--- src/rtl/parser_pkg.sv ---
// Shared types and constants for the market-data message parser and its
// downstream consumers.
package parser_pkg;

    typedef enum logic [7:0] {
        MSG_NULL   = 8'h00,
        MSG_ADD    = 8'h41,
        MSG_DELETE = 8'h44,
        MSG_EXEC   = 8'h45
    } msg_type_t;

    typedef struct packed {
        logic [7:0]  msg_type;
        logic [7:0]  stock_id;
        logic [31:0] order_id;
        logic [31:0] price;
        logic [31:0] quantity;
        logic [15:0] padding;
    } parsed_msg_t;

    typedef enum logic [2:0] {
        ST_TYPE,
        ST_STOCK,
        ST_ORDER,
        ST_PRICE,
        ST_QTY,
        ST_PAD
    } parser_state_t;

    typedef enum logic [1:0] {
        ERR_NONE    = 2'd0,
        ERR_TYPE    = 2'd1,
        ERR_TIMEOUT = 2'd2
    } err_code_t;

    localparam int TYPE_LEN  = 1;
    localparam int STOCK_LEN = 1;
    localparam int ORDER_LEN = 4;
    localparam int PRICE_LEN = 4;
    localparam int QTY_LEN   = 4;
    localparam int PAD_LEN   = 2;

    localparam int ADD_LEN  = TYPE_LEN + STOCK_LEN + ORDER_LEN + PRICE_LEN + QTY_LEN + PAD_LEN;
    localparam int DEL_LEN  = TYPE_LEN + STOCK_LEN + ORDER_LEN;
    localparam int EXEC_LEN = TYPE_LEN + STOCK_LEN + ORDER_LEN + QTY_LEN;

    // Folds one byte into a 32-bit field: shift-in for big-endian, lane write otherwise.
    function automatic logic [31:0] put_byte(input logic [31:0] field, input logic [1:0] idx,
                                             input logic [7:0] b, input logic msb_first);
        logic [31:0] r;
        r = field;
        if (msb_first) begin
            r = {field[23:0], b};
        end else begin
            r[{idx, 3'b000} +: 8] = b;
        end
        return r;
    endfunction

    function automatic logic is_known_type(input logic [7:0] b);
        return (b == MSG_ADD) || (b == MSG_DELETE) || (b == MSG_EXEC);
    endfunction

endpackage

--- src/rtl/msg_out_reg.sv ---
// One-entry valid/ready holding register for parsed messages; a new load may
// replace the held entry in the same cycle the consumer takes it.
module msg_out_reg
    import parser_pkg::*;
(
    input  logic        clk,
    input  logic        reset,
    input  logic        load,
    input  parsed_msg_t load_msg,
    input  logic        out_ready,
    output logic        slot_free,
    output logic        out_valid,
    output parsed_msg_t out_msg
);

    logic        valid_reg;
    parsed_msg_t msg_reg;

    always_ff @(posedge clk or posedge reset) begin
        if (reset) begin
            valid_reg <= 1'b0;
            msg_reg   <= '0;
        end else if (load) begin
            valid_reg <= 1'b1;
            msg_reg   <= load_msg;
        end else if (out_ready) begin
            valid_reg <= 1'b0;
        end
    end

    assign slot_free = !valid_reg || out_ready;
    assign out_valid = valid_reg;
    assign out_msg   = msg_reg;

endmodule

--- src/rtl/msg_stream_parser.sv ---
// Byte-stream ADD/DELETE/EXECUTE parser: assembles variable-length messages into
// parsed_msg_t, flags unknown types and mid-message timeouts, keeps statistics.
module msg_stream_parser
    import parser_pkg::*;
#(
    parameter bit MSB_FIRST = 1'b1,
    parameter int TIMEOUT   = 64,
    parameter int CNT_W     = 16
) (
    input  logic             clk,
    input  logic             reset,
    input  logic             in_valid,
    input  logic [7:0]       in_data,
    output logic             in_ready,
    output logic             out_valid,
    input  logic             out_ready,
    output parsed_msg_t      out_msg,
    output logic             err_valid,
    output logic [1:0]       err_code,
    output logic [CNT_W-1:0] msg_count,
    output logic [CNT_W-1:0] err_count
);

    localparam int IDLE_W = (TIMEOUT > 1) ? $clog2(TIMEOUT) : 1;
    localparam logic [1:0] LAST_WORD = 2'(ORDER_LEN - 1);
    localparam logic [1:0] LAST_PAD  = 2'(PAD_LEN - 1);

    parser_state_t     state_reg, state_next;
    logic [1:0]        idx_reg, idx_next;
    logic [7:0]        type_reg, type_next;
    logic [7:0]        stock_reg, stock_next;
    logic [31:0]       order_reg, order_next;
    logic [31:0]       price_reg, price_next;
    logic [31:0]       qty_reg, qty_next;
    logic [15:0]       pad_reg, pad_next;
    logic [IDLE_W-1:0] idle_reg, idle_next;
    logic              err_valid_reg;
    err_code_t         err_code_reg;
    logic [CNT_W-1:0]  msg_count_reg, err_count_reg;

    logic        accept, is_last, slot_free, load, type_err, timeout_hit;
    parsed_msg_t done_msg;

    always_comb begin
        is_last = 1'b0;
        case (state_reg)
            ST_ORDER: is_last = (idx_reg == LAST_WORD) && (type_reg == MSG_DELETE);
            ST_QTY:   is_last = (idx_reg == LAST_WORD) && (type_reg == MSG_EXEC);
            ST_PAD:   is_last = (idx_reg == LAST_PAD);
            default:  is_last = 1'b0;
        endcase
    end

    // Only the final byte of a message can be held off by a full output slot.
    assign in_ready = !is_last || slot_free;
    assign accept   = in_valid && in_ready;
    assign load     = accept && is_last;
    assign type_err = accept && (state_reg == ST_TYPE) && !is_known_type(in_data);

    // A stalled final byte keeps in_valid high, so it never counts as idle.
    assign timeout_hit = (TIMEOUT != 0) && (state_reg != ST_TYPE) && !in_valid
                         && (idle_reg == IDLE_W'(TIMEOUT - 1));

    always_comb begin
        state_next = state_reg;
        idx_next   = idx_reg;
        type_next  = type_reg;
        stock_next = stock_reg;
        order_next = order_reg;
        price_next = price_reg;
        qty_next   = qty_reg;
        pad_next   = pad_reg;
        idle_next  = idle_reg;

        if (accept || state_reg == ST_TYPE) begin
            idle_next = '0;
        end else if (!in_valid) begin
            idle_next = idle_reg + 1'b1;
        end

        if (accept) begin
            case (state_reg)
                ST_TYPE: begin
                    if (is_known_type(in_data)) begin
                        type_next  = in_data;
                        stock_next = '0;
                        order_next = '0;
                        price_next = '0;
                        qty_next   = '0;
                        pad_next   = '0;
                        idx_next   = '0;
                        state_next = ST_STOCK;
                    end
                end
                ST_STOCK: begin
                    stock_next = in_data;
                    idx_next   = '0;
                    state_next = ST_ORDER;
                end
                ST_ORDER: begin
                    order_next = put_byte(order_reg, idx_reg, in_data, MSB_FIRST);
                    idx_next   = idx_reg + 2'd1;
                    if (idx_reg == LAST_WORD) begin
                        idx_next = '0;
                        if (type_reg == MSG_DELETE)    state_next = ST_TYPE;
                        else if (type_reg == MSG_EXEC) state_next = ST_QTY;
                        else                           state_next = ST_PRICE;
                    end
                end
                ST_PRICE: begin
                    price_next = put_byte(price_reg, idx_reg, in_data, MSB_FIRST);
                    idx_next   = idx_reg + 2'd1;
                    if (idx_reg == LAST_WORD) begin
                        idx_next   = '0;
                        state_next = ST_QTY;
                    end
                end
                ST_QTY: begin
                    qty_next = put_byte(qty_reg, idx_reg, in_data, MSB_FIRST);
                    idx_next = idx_reg + 2'd1;
                    if (idx_reg == LAST_WORD) begin
                        idx_next   = '0;
                        state_next = (type_reg == MSG_EXEC) ? ST_TYPE : ST_PAD;
                    end
                end
                ST_PAD: begin
                    if (MSB_FIRST) pad_next = {pad_reg[7:0], in_data};
                    else           pad_next[{idx_reg[0], 3'b000} +: 8] = in_data;
                    idx_next = idx_reg + 2'd1;
                    if (idx_reg == LAST_PAD) begin
                        idx_next   = '0;
                        state_next = ST_TYPE;
                    end
                end
                default: state_next = ST_TYPE;
            endcase
        end else if (timeout_hit) begin
            idx_next   = '0;
            state_next = ST_TYPE;
        end
    end

    // The final byte is folded in combinationally so the message loads on acceptance.
    assign done_msg = '{msg_type: type_next, stock_id: stock_next, order_id: order_next,
                        price: price_next, quantity: qty_next, padding: pad_next};

    always_ff @(posedge clk or posedge reset) begin
        if (reset) begin
            state_reg     <= ST_TYPE;
            idx_reg       <= '0;
            type_reg      <= '0;
            stock_reg     <= '0;
            order_reg     <= '0;
            price_reg     <= '0;
            qty_reg       <= '0;
            pad_reg       <= '0;
            idle_reg      <= '0;
            err_valid_reg <= 1'b0;
            err_code_reg  <= ERR_NONE;
            msg_count_reg <= '0;
            err_count_reg <= '0;
        end else begin
            state_reg     <= state_next;
            idx_reg       <= idx_next;
            type_reg      <= type_next;
            stock_reg     <= stock_next;
            order_reg     <= order_next;
            price_reg     <= price_next;
            qty_reg       <= qty_next;
            pad_reg       <= pad_next;
            idle_reg      <= idle_next;
            err_valid_reg <= type_err || timeout_hit;
            err_code_reg  <= type_err ? ERR_TYPE : (timeout_hit ? ERR_TIMEOUT : ERR_NONE);
            if (load && msg_count_reg != '1) begin
                msg_count_reg <= msg_count_reg + CNT_W'(1);
            end
            if ((type_err || timeout_hit) && err_count_reg != '1) begin
                err_count_reg <= err_count_reg + CNT_W'(1);
            end
        end
    end

    msg_out_reg u_out_reg (
        .clk       (clk),
        .reset     (reset),
        .load      (load),
        .load_msg  (done_msg),
        .out_ready (out_ready),
        .slot_free (slot_free),
        .out_valid (out_valid),
        .out_msg   (out_msg)
    );

    assign err_valid = err_valid_reg;
    assign err_code  = err_code_reg;
    assign msg_count = msg_count_reg;
    assign err_count = err_count_reg;

endmodule

--- config.mk ---
export PLATFORM = sky130hd
export DESIGN_NAME = msg_stream_parser
export DESIGN_NICKNAME = d
export VERILOG_FILES = /design/src/rtl/parser_pkg.sv /design/src/rtl/msg_out_reg.sv /design/src/rtl/msg_stream_parser.sv
export SDC_FILE = /design/constraint.sdc
export NUM_CORES = 1
export LEC_CHECK = 0
export CAP_MARGIN = 10
export CORE_AREA = 3 3 153 155
export DETAILED_ROUTE_END_ITERATION = 12
export DIE_AREA = 0 0 156 158
export GPL_TIMING_DRIVEN = 0
export PLACE_DENSITY_LB_ADDON = 0.25
export REMOVE_ABC_BUFFERS = 1
export SLEW_MARGIN = 20
export SYNTH_ARGS = -nofsm -noshare
export SYNTH_HDL_FRONTEND = slang
export SYNTH_SLANG_ARGS = --single-unit
export TNS_END_PERCENT = 30
--- constraint.sdc ---
create_clock -name clk -period 15.68 [get_ports clk]
set_input_delay 3.92 -clock clk [delete_from_list [all_inputs] [get_ports clk]]
set_output_delay 3.92 -clock clk [all_outputs]
set_load 0.02 [all_outputs]
Word level (Yosys, flattened, before mapping). Index checks and enable logic that the tools add are counted.

Register bits after elaboration: 303. Bits of input ports: 12. Output and inout bits: 165.

$add $sub $neg: 4. Equal/unequal tests: 22. Muxes and demuxes: 42. Reduce and logical (&&, ||, !) cells: 27.

Operators with widths (number): 32-bit two-way mux (6); 32-bit case mux with 2 select lines (3); 8-bit by 7-bit == test with 1-bit output (second input constant) (5); 8-bit two-way mux (5); 16-bit by 1-bit adder with 16-bit output (second input constant) (2); 16-bit two-way mux (2); 16-bit inequality test (second input constant) (2); 16-bit case mux with 2 select lines (1); 3-bit two-way mux (10); 3-bit case mux with 6 select lines (1); 8-bit case mux with 2 select lines (1); 2-bit two-way mux (7); 6-bit two-way mux (2); 3-bit inequality test (second input constant) (4); 1-bit logical AND (10); 2-bit case mux with 4 select lines (1); 6-bit by 1-bit adder with 6-bit output (second input constant) (1); 3-bit by 2-bit == test with 1-bit output (second input constant) (2); 3-bit == test (second input constant) (2); 6-bit == test (second input constant) (1); 1-bit logical OR (6); 6-bit AND reduction (1); 5-bit by 2-bit inequality test with 1-bit output (second input constant) (1); 1-bit zero test (4); other kinds (13) (15).

Longest topological paths before layout. Gate-level depths: netlist of run 1.

Word-level depth: 10. Gate-level depth with buffers: 9. Depth with buffers taken out: 7.

By module. From an unflattened synthesis of run 1, not the netlist that was laid out.

Cell total of the unflattened synthesis: 813. Area total of the unflattened synthesis: 11852.6 um2.

Modules (own cells, without submodules): msg_stream_parser (instances 1, cells an instance 539, area each 7015.5 um2); msg_out_reg (instances 1, cells an instance 274, area each 4837.1 um2).

Least setup slack after synthesis of run 1. No wires, ideal clock.

Path type: input -> output. From: in out_ready. To: out in_ready. Arrival time: 4190 ps. Path slack: 7570 ps. Cell stages on the path: 2. Cells stage by stage: nor2b_1 > nand2_1.

Longest elaborated chain between the ends: 2.

RTL lines: start, declared (RTL line msg_stream_parser.sv:16) `input logic out_ready,`; 1-bit logical OR (RTL line msg_out_reg.sv:31) `assign slot_free = !valid_reg || out_ready;`; 1-bit logical OR (RTL line msg_stream_parser.sv:55) `assign in_ready = !is_last || slot_free;`; end, declared (RTL line msg_stream_parser.sv:14) `output logic in_ready,`.

Every way passes these cells.

Worst setup path after layout of run 1. Same ends and word-level chain as after synthesis.

==> results of run 1 <==
-- cells in the mapped netlist, types with 2 or more instances --
cell type and n:
a21o_1 2, a21oi_1 7, a22o_1 124, a31oi_1 3
and2_1 10, and3_1 5, and3b_1 3, and4b_1 2
buf_1 6, buf_2 13, clkbuf_1 37, dfrtp_1 303
ha_1 6, inv_1 4, mux2_2 92, nand2_1 112
nand2b_1 5, nand3_1 57, nand4_1 15, nand4b_1 4
nor2_1 19, nor2b_1 4, nor3_1 8, nor3b_1 4
nor4_1 6, nor4b_1 3, o2111ai_1 2, o21ai_0 14
or2_2 2, or3_1 2, xnor2_1 13, xor2_1 16
-- cells by family after synthesis --
family                   synth area share [%]
AO/OA/AOI/OAI                           11.56
buffers and inverters                   2.034
flip-flops                              63.88
XOR/XNOR                                2.140
multiplexers                            8.729
adder cells (fa/ha/maj)                0.6325
AND/OR/NAND/NOR                         11.02
-- cell type report --
type | instances | area (um2)
multi-input cells | 558 | 4078
repair buffers | 191 | 2106
clock inverters | 12 | 140.1
fillers | 1570 | 6805
well taps | 280 | 350.3
flip-flops and latches | 303 | 7582
inverters | 4 | 22.52
clock buffers | 44 | 874.6
-- power breakdown --
group | internal, mW | switching [mW] | leakage [nW] | total [mW]
Clock | 0.435 | 0.290 | 0.497 | 0.725
Combinational | 0.217 | 0.257 | 2.54 | 0.474
Sequential | 0.915 | 0.103 | 4.16 | 1.02
-- tightest hold or removal path: stages (launching register included) --
cell and delay [ns]:
dfrtp_1 0.34, nand2_1 0.05, nand2_1 0.05
-- how the worst min path moves through the flow --
stage / startpoint / endpoint / cells past startpoint
floorplan: type_reg[6] / type_reg[6] / 1
global placement: u_out_reg.out_msg[68] / u_out_reg.out_msg[68] / 2
detailed placement: u_out_reg.out_msg[64] / u_out_reg.out_msg[64] / 2
CTS: u_out_reg.out_msg[66] / u_out_reg.out_msg[66] / 2
global route: u_out_reg.out_msg[56] / u_out_reg.out_msg[56] / 2
finish: u_out_reg.out_msg[66] / u_out_reg.out_msg[66] / 2
-- stage by stage --
step | hold slack (ns) | cell area [um2] | std cells | total power [mW] | worst slack [ns]
final | 0.4724 | 15150 | 1392 | 2.218 | 6.471
after global routing | 0.4961 | 15150 | 1392 | 2.332 | 6.428
after CTS | 0.4773 | 15150 | 1392 | 2.238 | 6.463
after detailed placement | 0.4623 | 14140 | 1336 | 1.505 | 6.463
after global placement | 0.4579 | 13750 | 1321 | 1.475 | -0.1158
after floorplan | 0.4424 | 11640 | 865 | 1.310 | 3.386
-- per-layer routing --
layer | track usage [%] | vias to the layer above | wire (um) | share of wire, %
li1 | - | 3689 | - | -
met1 | 29.81 | 4023 | 11540 | 45
met2 | 32.41 | 210 | 11820 | 46
met3 | 4.675 | 38 | 1685 | 6.6
met4 | 5.130 | 0 | 525 | 2.1
met5 | 0 | - | 0 | 0
==> flow_summary.json, run 1 <==
{
  "status": "complete, no violations",
  "vdd_drop_max_uv": 139.6,
  "die_area_um2": 24650,
  "yosysUniqueCellTypes": 50,
  "ys_seq_area_share_pct": 63.88,
  "cts_root_buf": "clkbuf_16",
  "io_pins": 177,
  "min_path_type": "reg2reg",
  "antenna_found_initial": 0,
  "synth-edff-count": 0,
  "largest_reg_flops": 128,
  "fin_nets": 1107,
  "layout_commonest_cell": "dfrtp_1",
  "die_x_um": 156,
  "grt.overflow.total": 0,
  "cp_max_fo": 3,
  "fp-row-count": 54,
  "cts_setup_buffers": 0,
  "synth_cells": 921,
  "synth_top_cell_by_area": "dfrtp_1",
  "drc": 0,
  "post-route-period-util_pct": 58.73,
  "cts_tree": "yes",
  "routedWlPerCell_um": 18.36,
  "ff2ff_path_depth": 8,
  "synth-seq-cells": 303,
  "chipHeight_um": 158,
  "numCtsBuffers": 31,
  "final_layout_size_suffix_gt1_share_pct": 15.20,
  "final_cell_mix": "303 x dfrtp_1, 176 x clkdlybuf4s50_1, 124 x a22o_1, 112 x nand2_1, 92 x mux2_2",
  "via_per_inst": 5.718,
  "crit_chain": "clkdlybuf4s50_1 -> nor2b_1 -> nand2_1 -> clkdlybuf4s50_1",
  "async_flop_share_pct": 100.0,
  "grt_max_degree": 94,
  "num_vias": 7960,
  "finalHoldViolCount": 0,
  "r2r-start": "type_reg[4]",
  "start_util_pct": 54.05,
  "critPathMaxStageDelay_ns": 0.55,
  "cp_top_family": "buffers and inverters",
  "max_cap_violations": 0,
  "ys_warn_count": 0,
  "totalWireLength_um": 25560,
  "crit_path_top_delay_cell": "clkdlybuf4s50_1",
  "setup_violations": 0,
  "grt_pass1_vias": 7903,
  "r2r_setup_slack_ns": 12.65,
  "cts_max_path_buffers": 3,
  "crit_required_ns": 11.76,
  "clk-insertion-delay-late_ns": 0.54,
  "drt.antenna.violating_nets": 0,
  "finClkSkew_ns": 0.01245,
  "cp.depth": 4,
  "place_congestion": 0.8278,
  "clk_pin_slew_ns": 0.06,
  "synth_area_um2": 11870,
  "path_common_cell": "clkdlybuf4s50_1",
  "track_usage_pct": 20.71,
  "yosysTopAreaCellShare_pct": 63.88,
  "critPathArrivalTime_ns": 5.29,
  "cp_num_buf_inv": 2,
  "cp-start-kind": "primary input",
  "max_freq_mhz": 108.6,
  "p_leak_nw": 7.199,
  "fin_setup_tns_ns": 0,
  "maxSlewViolCount": 0,
  "postCtsHoldBufs": 0,
  "io_buffers": 176,
  "crit_path_end": "in_ready",
  "grt_first_pass_wirelength_um": 41900,
  "path_class": "in2out",
  "rsz0062_at_grt": "no",
  "hpwl_um": 16690,
  "crit_path_start": "out_ready",
  "cts_max_level": 1,
  "ctsResizeCount": 0,
  "end_kind": "output port",
  "synth.top_cells.by_area": "dfrtp_1 64%, a22o_1 9.2%, mux2_2 8.7%",
  "drtIter0Drc": 370,
  "area_growth_pct": 27.67,
  "synth_area_per_cell_um2": 12.89,
  "synthFlopType": "dfrtp_1",
  "final_core_util_pct": 69.01,
  "reg2reg_to": "msg_count[1]",
  "tightest_slew_ns": 0.7857,
  "dr.pass1.iters": 6,
  "slew_headroom_pct": 47.18,
  "core_area_um2": 21960,
  "antenna_cells": 0,
  "clkSinkCount": 303,
  "period_needed_ns": 9.209,
  "p_per_area_nw_per_um2": 146.3
}
Power figures use the tool's default switching activity.
==> inputs of run 2 (changes only) <==
clock period = 9.2 ns   (was 15.68 ns; I/O delays follow)
==> results of run 2 <==
Same layout as run 1 (identical final DEF). Status: complete, no violations.
Main changes from that run: setup slack after placement 6.463 ns -> 3.223 ns; setup slack after layout 6.471 ns -> 3.231 ns; register-to-register setup slack 12.65 ns -> 6.17 ns; total power 2.218 mW -> 3.780 mW; worst IR drop on VDD 139.6 uV -> 238.0 uV
